===== src/rtl/rcv_fifo_pkg.sv =====
// rcv_fifo_pkg: shared sizing and pointer type for the 3-row receive FIFO
package rcv_fifo_pkg;
  localparam int RCV_DEPTH = 3;
  localparam int RCV_PTR_W = 2;
  localparam logic [RCV_PTR_W-1:0] RCV_ROLL_VAL = 2'b10;
  typedef logic [RCV_PTR_W-1:0] rcv_ptr_t;
endpackage


===== src/rtl/fifo_flex_counter.sv =====
// fifo_flex_counter: 0..rollover_val counter that flips a wrap toggle each time it rolls over
module fifo_flex_counter #(
  parameter int W = 2
) (
  input  logic         clk,
  input  logic         n_rst,
  input  logic         clear,
  input  logic         count_enable,
  input  logic [W-1:0] rollover_val,
  output logic [W-1:0] count_out,
  output logic         wrap_tog
);
  // count up on enable; reaching rollover_val returns to 0 and flips the toggle in the same edge
  always_ff @(posedge clk or negedge n_rst)
    if (!n_rst) begin
      count_out <= '0;
      wrap_tog  <= 1'b0;
    end else if (clear) begin
      count_out <= '0;
      wrap_tog  <= 1'b0;
    end else if (count_enable) begin
      count_out <= (count_out == rollover_val) ? '0 : count_out + 1'b1;
      wrap_tog  <= (count_out == rollover_val) ? ~wrap_tog : wrap_tog;
    end
endmodule


===== src/rtl/rcv_counter_tail.sv =====
// rcv_counter_tail: tail index/toggle, a mirror of the head counter advanced by accepted writes
module rcv_counter_tail
  import rcv_fifo_pkg::*;
(
  input  logic     clk,
  input  logic     n_rst,
  input  logic     wr_en,
  output rcv_ptr_t tail_ptr,
  output logic     tail_tog
);
  fifo_flex_counter #(.W(RCV_PTR_W)) u_cnt (
    .clk         (clk),
    .n_rst       (n_rst),
    .clear       (1'b0),
    .count_enable(wr_en),
    .rollover_val(RCV_ROLL_VAL),
    .count_out   (tail_ptr),
    .wrap_tog    (tail_tog)
  );
endmodule


===== src/rtl/rcv_fifo_ctrl.sv =====
// rcv_fifo_ctrl: write side, row storage and status/error flags of the 3-row receive FIFO
module rcv_fifo_ctrl
  import rcv_fifo_pkg::*;
#(
  parameter int DATA_W = 32
) (
  input  logic              clk,
  input  logic              n_rst,
  input  logic              rcv_enq,
  input  logic [DATA_W-1:0] rcv_wdata,
  input  logic              rcv_deq_req,
  input  logic [1:0]        head_ptr,
  input  logic              head_tog,
  input  logic              clear_err,
  output logic              rcv_deq,
  output logic [DATA_W-1:0] rcv_rdata,
  output logic              rcv_full,
  output logic              rcv_empty,
  output logic [1:0]        rcv_count,
  output logic              overflow_err,
  output logic              underflow_err
);
  logic [DATA_W-1:0] rows [RCV_DEPTH];
  rcv_ptr_t tail_ptr;
  logic tail_tog;
  logic wr_en;
  rcv_counter_tail u_tail (
    .clk     (clk),
    .n_rst   (n_rst),
    .wr_en   (wr_en),
    .tail_ptr(tail_ptr),
    .tail_tog(tail_tog)
  );
  // status from registered tail vs. incoming head; a write into a full FIFO is only legal when the head row leaves this cycle
  always_comb begin
    rcv_empty = (tail_ptr == head_ptr) && (tail_tog == head_tog);
    rcv_full  = (tail_ptr == head_ptr) && (tail_tog != head_tog);
    rcv_count = (tail_tog == head_tog) ? tail_ptr - head_ptr : 2'd3 + tail_ptr - head_ptr;
    rcv_deq   = rcv_deq_req && !rcv_empty;
    wr_en     = rcv_enq && (!rcv_full || rcv_deq);
    rcv_rdata = (head_ptr == 2'd0) ? rows[0] :
                (head_ptr == 2'd1) ? rows[1] :
                (head_ptr == 2'd2) ? rows[2] : '0;
  end
  // row write at the tail on every accepted enqueue
  always_ff @(posedge clk or negedge n_rst)
    if (!n_rst) begin
      for (int i = 0; i < RCV_DEPTH; i++) rows[i] <= '0;
    end else begin
      for (int i = 0; i < RCV_DEPTH; i++)
        if (wr_en && tail_ptr == rcv_ptr_t'(i)) rows[i] <= rcv_wdata;
    end
  // sticky error flags; a new error in the clearing cycle keeps the flag set
  always_ff @(posedge clk or negedge n_rst)
    if (!n_rst) begin
      overflow_err  <= 1'b0;
      underflow_err <= 1'b0;
    end else begin
      overflow_err  <= (rcv_enq && rcv_full && !rcv_deq) || (overflow_err && !clear_err);
      underflow_err <= (rcv_deq_req && rcv_empty) || (underflow_err && !clear_err);
    end
endmodule


===== config.mk =====
export PLATFORM = sky130hd
export DESIGN_NAME = rcv_fifo_ctrl
export DESIGN_NICKNAME = d
export VERILOG_FILES = /design/src/rtl/rcv_fifo_pkg.sv /design/src/rtl/fifo_flex_counter.sv /design/src/rtl/rcv_counter_tail.sv /design/src/rtl/rcv_fifo_ctrl.sv
export SDC_FILE = /design/constraint.sdc
export NUM_CORES = 1
export LEC_CHECK = 0
export BUFFER_PORTS_ARGS = -buffer_cell sky130_fd_sc_hd__buf_2
export CAP_MARGIN = 10
export CORE_ASPECT_RATIO = 1.25
export CORE_UTILIZATION = 44
export CTS_CLUSTER_DIAMETER = 100
export DETAILED_ROUTE_END_ITERATION = 8
export GPL_TIMING_DRIVEN = 0
export HOLD_SLACK_MARGIN = 0.08
export PLACE_DENSITY = 0.65
export SLEW_MARGIN = 5
export SYNTH_ARGS = -nofsm -noshare
export SYNTH_HDL_FRONTEND = slang
export SYNTH_SLANG_ARGS = --single-unit

===== constraint.sdc =====
create_clock -name clk -period 3.59 [get_ports clk]
set_clock_uncertainty 0.1 [all_clocks]
set_input_delay 0 -clock clk [delete_from_list [all_inputs] [get_ports clk]]
set_output_delay 0 -clock clk [all_outputs]
set_load 0.005 [all_outputs]

==> results of run 1 <==
-- final cells by class --
class,count,area (um2),share of cell area (%)
Sequential cell,101,2530,43.0
Multi-Input combinational cell,215,1930,32.8
Timing Repair Buffer,116,788,13.4
Clock buffer,13,250,4.26
Tap cell,129,161,2.75
Buffer,24,160,2.73
Clock inverter,3,45.0,0.767
Inverter,4,15.0,0.256
-- per-layer routing --
layer	vias up	wire length (um)	part of all wire [%]	track usage, %
met5	-	0	0	0
met4	0	146	1.5	7.08
met3	9	374	3.7	4.04
met2	67	4940	49	33.7
met1	1598	4560	45	25.9
li1	1487	-	-	-
-- sequential cells by signal, summed over array words and instances, names as in the netlist --
name,flops
overflow_err,1
rows,96
u_tail.u_cnt.count_out,2
u_tail.u_cnt.wrap_tog,1
underflow_err,1
-- per-stage QoR --
| step | utilization [%] | setup WS [ps] | instances | hold slack, ps | area, um2 |
|---|---|---|---|---|---|
| 2_1_floorplan | - | 1570 | 344 | -396 | 4630 |
| 3_3_place_gp | 50.9 | 1220 | 550 | 141 | 5170 |
| 3_5_place_dp | 51.2 | 1160 | 551 | 68.1 | 5200 |
| 4_1_cts | 57.8 | 1240 | 605 | 235 | 5870 |
| 5_1_grt | 57.8 | 1180 | 605 | 286 | 5870 |
| 6_report | 57.8 | 1270 | 605 | 220 | 5870 |
-- synthesized netlist by cell type, types with 2 or more instances --
| cell type | number |
|---|---|
| buf_6 | 9 |
| nor4b_4 | 2 |
| xnor2_1 | 3 |
| xor2_1 | 2 |
| dfrtp_1 | 101 |
| nand2_1 | 34 |
| a21o_1 | 2 |
| o21ai_0 | 4 |
| buf_1 | 5 |
| mux2_2 | 88 |
| mux2_1 | 8 |
| ha_1 | 2 |
| inv_1 | 4 |
| clkbuf_1 | 8 |
| buf_2 | 2 |
| o22ai_1 | 28 |
| mux2i_1 | 32 |
| nor2_1 | 3 |
-- how the worst max path moves through the flow --
stage	startpoint	end	slack, ps	cells past startpoint
detailed placement	head_ptr[0]	rows[41]$_DFFE_PN0P_	1160	8
global placement	head_ptr[0]	rows[41]$_DFFE_PN0P_	1220	8
floorplan	u_tail.u_cnt.count_out[0]$_DFFE_PN0P_	rows[34]$_DFFE_PN0P_	1570	5
CTS	u_tail.u_cnt.count_out[0]$_DFFE_PN0P_	rows[38]$_DFFE_PN0P_	1240	5
finish	u_tail.u_cnt.count_out[0]$_DFFE_PN0P_	rows[38]$_DFFE_PN0P_	1270	5
global route	u_tail.u_cnt.count_out[0]$_DFFE_PN0P_	rows[60]$_DFFE_PN0P_	1180	5
-- cells in the final DEF (no fill, tap or decap), drive strengths merged --
cell	instances
a21oi	1
ha	2
clkbuf	21
dlygate4sd3	38
o21ai	4
nor2b	1
mux2i	32
dfrtp	101
xor2	2
a22o	1
clkinvlp	2
o22ai	28
nand4b	1
nor2	3
nand2	34
inv	4
and4	1
o2bb2ai	1
xnor2	3
and3	1
buf	94
a21o	2
mux2	96
bufinv	1
nor4b	2
-- worst max-delay path: stages, from the launching register on --
cell and delay, ps:
dfrtp_1 440, ha_1 360, nand4b_2 170, nor4b_4 530
buf_6 250, mux2_2 350
-- kinds of logic after synthesis --
logic type,after synthesis
compound gates,37
fa+ha+maj,2
mux,128
flops,101
simple gates,43
xor+xnor,5
buf+inv,28
-- power breakdown --
| group | total [mW] | switching (mW) | internal (mW) | leakage [nW] |
|---|---|---|---|---|
| Clock | 0.967 | 0.406 | 0.560 | 0.136 |
| Sequential | 2.01 | 0.293 | 1.72 | 1.20 |
| Combinational | 1.61 | 0.646 | 0.969 | 1.37 |
| Total | 4.59 | 1.35 | 3.25 | 2.71 |
-- repair_timing --
item / 4_1_cts / 5_1_grt
hold buffers: 38 / 0
endpoints found under the hold margin: 165 / 0
endpoints found under the setup margin: 0 / 0
==> impl_metrics.json, run 1 <==
{
  "status": "finished, final reports clean",
  "worstReg2RegEnd": "rows[38]$_DFFE_PN0P_",
  "power_density_mw_per_mm2": 782,
  "synth_area_mm2": 0.00463,
  "setup-tns-final_ps": 0,
  "insertion_delay_ps": 340,
  "final_max_slew_viol_count": 0,
  "cts_setup_buffers": 0,
  "synth_warnings": 0,
  "finalNetCount": 513,
  "synth.area.mux_share_pct": 30.3,
  "core-area_mm2": 0.0102,
  "max_cap_viol_count": 0,
  "synth_ff_type": "dfrtp_1",
  "wire_per_inst_um": 16.6,
  "grtUsageTotal_pct": 20.1,
  "cp_max_fo": 10,
  "cts.repair.resized": 0,
  "place.gp.congestion": 0.724,
  "dieArea_mm2": 0.0109,
  "synth_area_leader_cell": "dfrtp_1",
  "ys_seq_area_share_pct": 54.6,
  "drtIter0Drc": 95,
  "via_per_inst": 5.22,
  "globalRouteOverflowTotal": 0,
  "fp.dieH_um": 117,
  "hold_violations": 0,
  "cts_root_buf": "clkbuf_16",
  "placement_rows": 41,
  "cp_data_required_time_ps": 3710,
  "cts_made_buffers": 9,
  "setup_viol": 0,
  "total_power_mw": 4.59,
  "synth_cells": 344,
  "grt_pass1_wl_mm": 16.4,
  "synthAdderAreaFrac_pct": 0.541,
  "irDropWorstVdd_mv": 0.461,
  "reg2reg_depth": 5,
  "synth_xor_xnor_area_share_pct": 0.946,
  "start_util_pct": 45.6,
  "fillers": 859,
  "htree_levels": 3,
  "path_clk_slew_ps": 70,
  "post-route-min-period_ps": 2320,
  "grt_pass1_vias": 3312,
  "vias": 3161,
  "area_growth_pct": 26.9,
  "synth-simple-area-share_pct": 4.81,
  "reg2reg_slack_ps": 1270,
  "syn_avg_cell_area_um2": 13.5,
  "yosysTopAreaCellShare_pct": 54.6,
  "synth_nets": 386,
  "synth_top_family_by_area": "multiplexers",
  "synth_edf_count": 0,
  "portBuffers": 77,
  "cts_buffer_depth": 2,
  "drtAntennaViolNets": 0,
  "power_leakage_nw": 2.71,
  "antenna_found_initial": 0,
  "hp-class": "in2async",
  "relSlewSlack_pct": 42.0,
  "remaining_drc_errors": 0,
  "endpoint_kind": "register",
  "startpoint_type": "register",
  "fmax_mhz": 431,
  "cts_tree": "built",
  "ios": 79,
  "min_period_over_period_pct": 64.6,
  "ys_seq_elements": 101,
  "crit_type": "reg2reg",
  "grt_max_degree": 67,
  "async_flop_share_pct": 100,
  "drtPass1Iterations": 4,
  "wl_mm": 10.0,
  "n_antenna_cell": 0,
  "synth_compound_area_share_pct": 5.03,
  "yosys-top-cells-area": "dfrtp_1 55%, mux2_2 21%, mux2i_1 6.9%",
  "critical_path.reg2reg.startpoint": "u_tail.u_cnt.count_out[0]$_DFFE_PN0P_",
  "max_slew.worst_pin.slew_ps": 869,
  "numClockSinks": 101,
  "rsz0062_at_grt": "no",
  "dp_hpwl_mm": 6.51,
  "ys_types": 25,
  "critPathArrivalTime_ps": 2440,
  "drive_gt1_share_pct": 40.5,
  "die_width_um": 93.7
}
(Power assumes the default switching activity.)
==> run 2, diff against run 1 <==
Settings changed: PLACE_DENSITY 0.65 to 0.68.
Clock period 3.59 ns to 2 ns, I/O delays scaled along.
==> impl_metrics.json, run 2 (synthesis results as in run 1) <==
{
  "cts_buffer_depth": 2,
  "grt_max_degree": 72,
  "crit_type": "reg2reg",
  "start_util_pct": 45.6,
  "reg_top3": "rows x96, u_tail.u_cnt.count_out x2",
  "post_dp_cell_area_mm2": 0.00523,
  "cp-startpoint": "u_tail.u_cnt.count_out[0]$_DFFE_PN0P_",
  "layout_setup_ws_ps": 89.1,
  "globalRouteOverflowTotal": 0,
  "total_power_mw": 8.48,
  "grtUsageTotal_pct": 20.8,
  "critPathArrivalTime_ps": 2040,
  "critical_path.reg2reg.startpoint": "u_tail.u_cnt.count_out[0]$_DFFE_PN0P_",
  "hold_start": "head_tog",
  "largest_register": "rows",
  "final_cell_area_mm2": 0.00605,
  "path_clk_slew_ps": 60,
  "fp.dieH_um": 117,
  "endpoint_kind": "register",
  "clock_power_share_pct": 19.9,
  "ff_latch_area_mm2": 0.00253,
  "switching_power_mw": 2.49,
  "vias": 3182,
  "status": "finished, final reports clean",
  "cts_tree": "built",
  "placement_rows": 41,
  "multi_input_area_mm2": 0.00198,
  "swShare_pct": 29.4,
  "final_max_slew_viol_count": 0,
  "layout_commonest_cell": "dfrtp_1",
  "n_antenna_cell": 0,
  "power_frac_seq_pct": 42.7,
  "area_growth_pct": 30.8,
  "hp-class": "in2reg",
  "place.gp.congestion": 0.692,
  "cp_max_fo": 10,
  "cts_root_buf": "clkbuf_16",
  "dp.cells": 551,
  "numClockSinks": 101,
  "final_core_util_pct": 59.6,
  "largest_reg_flops": 96,
  "power_density_mw_per_mm2": 1400,
  "finalNetCount": 525,
  "drtPass1Iterations": 4,
  "min_period_over_period_pct": 95.5,
  "wire_per_inst_um": 16.8,
  "post-route-min-period_ps": 1910,
  "grt_pass1_wl_mm": 16.8,
  "remaining_drc_errors": 0,
  "hold_violations": 0,
  "core-area_mm2": 0.0102,
  "max_cap_viol_count": 0,
  "place_ws_ps": -333,
  "dieArea_mm2": 0.0109,
  "drive_gt1_share_pct": 43.0,
  "relSlewSlack_pct": 43.3,
  "drtAntennaViolNets": 0,
  "stdcell_count": 617,
  "grt_pass1_vias": 3359,
  "final_cell_mix": "98 x dfrtp_1, 88 x mux2_2, 77 x buf_2",
  "power_leakage_nw": 2.80,
  "p_int_mw": 5.99,
  "drtIter0Drc": 99,
  "cp_data_required_time_ps": 2130,
  "portBuffers": 77,
  "startpoint_type": "register",
  "via_per_inst": 5.16,
  "setup_viol": 0,
  "fillers": 841,
  "dp_hpwl_mm": 6.63,
  "insertion_delay_ps": 340,
  "die_width_um": 93.7,
  "irDropWorstVdd_mv": 0.661,
  "ios": 79,
  "htree_levels": 3,
  "wl_mm": 10.3,
  "max_slew.worst_pin.slew_ps": 851,
  "combPwrFrac_pct": 37.4,
  "cts_made_buffers": 9,
  "fmax_mhz": 523,
  "antenna_found_initial": 0
}
run 2: changes by cell type in the layout (fill, tap and decap cells not counted), moves of 2 or more:
cell / change
dfrtp_2: +3
buf_4: +10
dfrtp_1: -3
clkbuf_8: +3
clkinvlp_4: -2
run 2: power groups by stage:
stage | Sequential [mW] | Clock (mW) | Combinational [mW]
after floorplan | 3.51 | 0 | 2.14
after global placement | 3.59 | 0 | 2.80
after detailed placement | 3.66 | 0 | 2.89
after CTS | 3.62 | 1.73 | 3.08
after global routing | 3.75 | 1.82 | 3.48
final | 3.62 | 1.69 | 3.17
run 2: timing repair:
| item | in CTS | in global routing |
|---|---|---|
| hold endpoints to repair | 201 | 0 |
| setup buffers | 6 | 4 |
| hold buffers | 40 | 0 |
| gates resized for setup | 6 | 5 |
| pin swaps | 1 | 2 |
| setup endpoints to repair | 97 | 59 |
run 2: area by class of cell:
class                   count  area share [%]
plain buffers              24            2.75
clock buffers              16            4.82
inverters                   4           0.248
multi-input cells         215            32.8
flip-flops and latches    101            41.8
well taps                 129            2.67
repair buffers            128            14.9
run 2: per-stage QoR:
step | hold slack, ps | setup TNS, ps
floorplan | -396 | 0
global placement | 143 | -37430
CTS | 191 | 0
global route | 184 | -9.32
detailed placement | -131 | -23090
finish | 161 | 0
run 2: routing by layer:
metal	GRT usage [%]	wire (um)	vias up
met1	26.1	4540	1610
met3	3.58	296	14
met2	34.8	5270	54
li1	-	-	1504
met5	0	0	-
met4	10.1	238	0
run 2: worst paths after layout:
kind                                                              end  slack, ps  cells past startpoint
worst max-delay path                             rows[37]$_DFFE_PN0P_         90                      6
worst min-delay path            u_tail.u_cnt.count_out[1]$_DFFE_PN0P_        160                      5
worst max register to register                   rows[37]$_DFFE_PN0P_         90                      6
worst min register to register                   rows[32]$_DFFE_PN0P_        390                      1
max in group asynchronous       u_tail.u_cnt.count_out[1]$_DFFE_PN0P_        810                      4
min in group asynchronous                        rows[11]$_DFFE_PN0P_        620                      4
run 2: worst max-delay path, stage by stage, from the launching register on:
cell and delay (ps):
dfrtp_2 420, ha_4 240, nand4b_4 110, nor4b_4 190, buf_4 190, buf_6 170, mux2_2 350
==> run 3, diff against run 2 <==
Settings changed: PLACE_DENSITY 0.68 to 0.67, SYNTH_HIERARCHICAL from default to 1.
==> impl_metrics.json, run 3 <==
{
  "post_dp_cell_area_mm2": 0.00567,
  "grt_pass1_vias": 3580,
  "yosys-top-cells-count": "101 x dfrtp_1, 90 x mux2_4, 34 x nand2_1, 32 x mux2i_1, 30 x o21ai_0",
  "dp.cells": 574,
  "dieArea_mm2": 0.0120,
  "cts_made_buffers": 9,
  "layout_commonest_cell": "dfrtp_1",
  "wire_per_inst_um": 17.0,
  "cp_max_fo": 10,
  "hp-class": "in2async",
  "core-area_mm2": 0.0111,
  "startpoint_type": "register",
  "relSlewSlack_pct": 44.6,
  "grtUsageTotal_pct": 19.7,
  "finalNetCount": 536,
  "place.gp.congestion": 0.774,
  "via_per_inst": 5.12,
  "portBuffers": 77,
  "antenna_found_initial": 0,
  "drive_gt1_share_pct": 42.7,
  "syn_avg_cell_area_um2": 14.2,
  "status": "finished with violations",
  "max_cap_viol_count": 0,
  "synth_ff_type": "dfrtp_1",
  "power_leakage_nw": 3.11,
  "numClockSinks": 101,
  "power_density_mw_per_mm2": 1080,
  "worstSetupEndpoint": "rows[66]$_DFFE_PN0P_",
  "synth_area_mm2": 0.00507,
  "synth_cells": 357,
  "final_max_slew_viol_count": 0,
  "synth_edf_count": 0,
  "area_growth_pct": 27.2,
  "max_slew.worst_pin.slew_ps": 830,
  "start_util_pct": 45.5,
  "synth_warnings": 6,
  "critical_path.reg2reg.startpoint": "u_tail/u_cnt/count_out[0]$_DFFE_PN0P_",
  "grt_pass1_wl_mm": 18.4,
  "reg_top3": "rows x96, u_tail/u_cnt/count_out x2",
  "async_flop_share_pct": 100,
  "drtIter0Drc": 140,
  "endpoint_kind": "register",
  "post-route-min-period_ps": 1940,
  "vias": 3248,
  "globalRouteOverflowTotal": 0,
  "crit_type": "reg2reg",
  "irDropWorstVdd_mv": 0.407,
  "synth_area_leader_cell": "dfrtp_1",
  "final_cell_area_mm2": 0.00645,
  "fp.dieH_um": 122,
  "worstReg2RegEnd": "rows[66]$_DFFE_PN0P_",
  "fillers": 903,
  "ys_seq_elements": 101,
  "violations": "design-rule violations",
  "ys_seq_area_share_pct": 49.9,
  "path_clk_slew_ps": 70,
  "critPathArrivalTime_ps": 2060,
  "ys_types": 35,
  "cts_tree": "built",
  "drtPass1Iterations": 6,
  "cts_buffer_depth": 2,
  "placement_rows": 43,
  "yosys.cell_count.top_type": "dfrtp_1",
  "yosys-top-cells-area": "dfrtp_1 50%, mux2_4 27%, mux2i_1 6.3%",
  "insertion_delay_ps": 340,
  "min_period_over_period_pct": 96.8,
  "cp-startpoint": "u_tail/u_cnt/count_out[0]$_DFFE_PN0P_",
  "hold_violations": 0,
  "setup_viol": 0,
  "cp_data_required_time_ps": 2130,
  "final_cell_mix": "99 x dfrtp_1, 90 x mux2_4, 77 x buf_2",
  "cts_root_buf": "clkbuf_16",
  "remaining_drc_errors": 3,
  "drtAntennaViolNets": 0,
  "rsz0062_at_grt": "yes",
  "reg2reg_slack_ps": 60,
  "die_width_um": 98.0,
  "largest_reg_flops": 96,
  "fmax_mhz": 517,
  "yosysTopAreaCellShare_pct": 49.9,
  "ios": 79,
  "largest_register": "rows",
  "stdcell_count": 634,
  "htree_levels": 3,
  "reg2reg_depth": 6,
  "grt_max_degree": 69,
  "n_antenna_cell": 0,
  "wl_mm": 10.8,
  "dp_hpwl_mm": 6.94
}
-- run 3: cell count changes in the layout (fill, tap and decap cells not counted), sizes merged, moves of 6 or more --
| cell | previous run | this run |
|---|---|---|
| o21ai | 4 | 32 |
| clkbuf | 24 | 18 |
| conb | 0 | 6 |
| buf | 105 | 97 |
| o22ai | 28 | 1 |
-- run 3: worst min path at each step --
stage	end	slack (ps)	start	cells after the start
5_1_grt	rows[86]$_DFFE_PN0P_	100	n_rst	3
4_1_cts	rows[19]$_DFFE_PN0P_	80	n_rst	3
2_1_floorplan	overflow_err$_DFF_PN0_	-400	n_rst	0
3_3_place_gp	underflow_err$_DFF_PN0_	140	rcv_deq_req	2
3_5_place_dp	rows[86]$_DFFE_PN0P_	-110	n_rst	1
6_report	rows[86]$_DFFE_PN0P_	90	n_rst	3
-- run 3: through the flow --
stage | power [mW] | util (%) | setup WS [ps] | setup TNS (ps) | hold slack, ps
after floorplan | 4.54 | - | 56.0 | 0 | -396
after global placement | 5.04 | 50.6 | -234 | -31260 | 141
after CTS | 7.01 | 57.5 | 2.85 | 0 | 80.1
after detailed placement | 5.13 | 50.9 | -158 | -12790 | -115
final | 6.97 | 57.9 | 64.4 | 0 | 93.2
after global routing | 7.36 | 57.9 | -2.78 | -6.56 | 99.4
-- run 3: routing by layer --
layer	track usage, %	routed length (um)
met2	33.1	5410
met5	0	0
met3	2.12	261
met1	25.2	4820
met4	10.2	262
-- run 3: kinds of logic (layout without fill, tap and decap cells) --
group | Yosys count | after routing | synth area share, %
AO/OA/AOI/OAI | 41 | 41 | 4.32
XOR/XNOR | 6 | 6 | 1.33
multiplexers | 128 | 128 | 34.3
flip-flops | 101 | 101 | 49.9
AND/OR/NAND/NOR | 49 | 49 | 4.64
other | 2 | 6 | 0.148
buffers and inverters | 28 | 166 | 4.91
adder cells (fa/ha/maj) | 2 | 2 | 0.494
-- run 3: layout make-up --
| class | count | area (um2) | share of cell area (%) |
|---|---|---|---|
| plain buffers | 22 | 226 | 3.51 |
| clock buffers | 9 | 225 | 3.49 |
| clock inverters | 7 | 75.1 | 1.16 |
| inverters | 6 | 22.5 | 0.349 |
| multi-input cells | 232 | 2350 | 36.4 |
| flip-flops and latches | 101 | 2530 | 39.2 |
| well taps | 135 | 169 | 2.62 |
| repair buffers | 122 | 853 | 13.2 |
-- run 3: report_power, final --
part	leakage, nW	switching, mW	internal, mW
sequential	1.22	0.409	2.75
clock	0.138	0.791	0.975
combinational	1.75	0.683	1.36
total	3.11	1.88	5.09
-- run 3: worst max-delay path: stages (launching register included) --
cell and delay (ps):
dfrtp_2 430, ha_4 300, nand4b_4 140, and3_1 190, buf_2 170, buf_6 180
mux2_4 300
-- run 3: timing repair --
action | CTS | global route
gates resized for setup | 2 | 5
hold endpoints to repair | 200 | 0
endpoints found under the setup margin | 95 | 92
setup buffers | 3 | 2
pin swaps | 2 | 0
hold buffers | 39 | 0
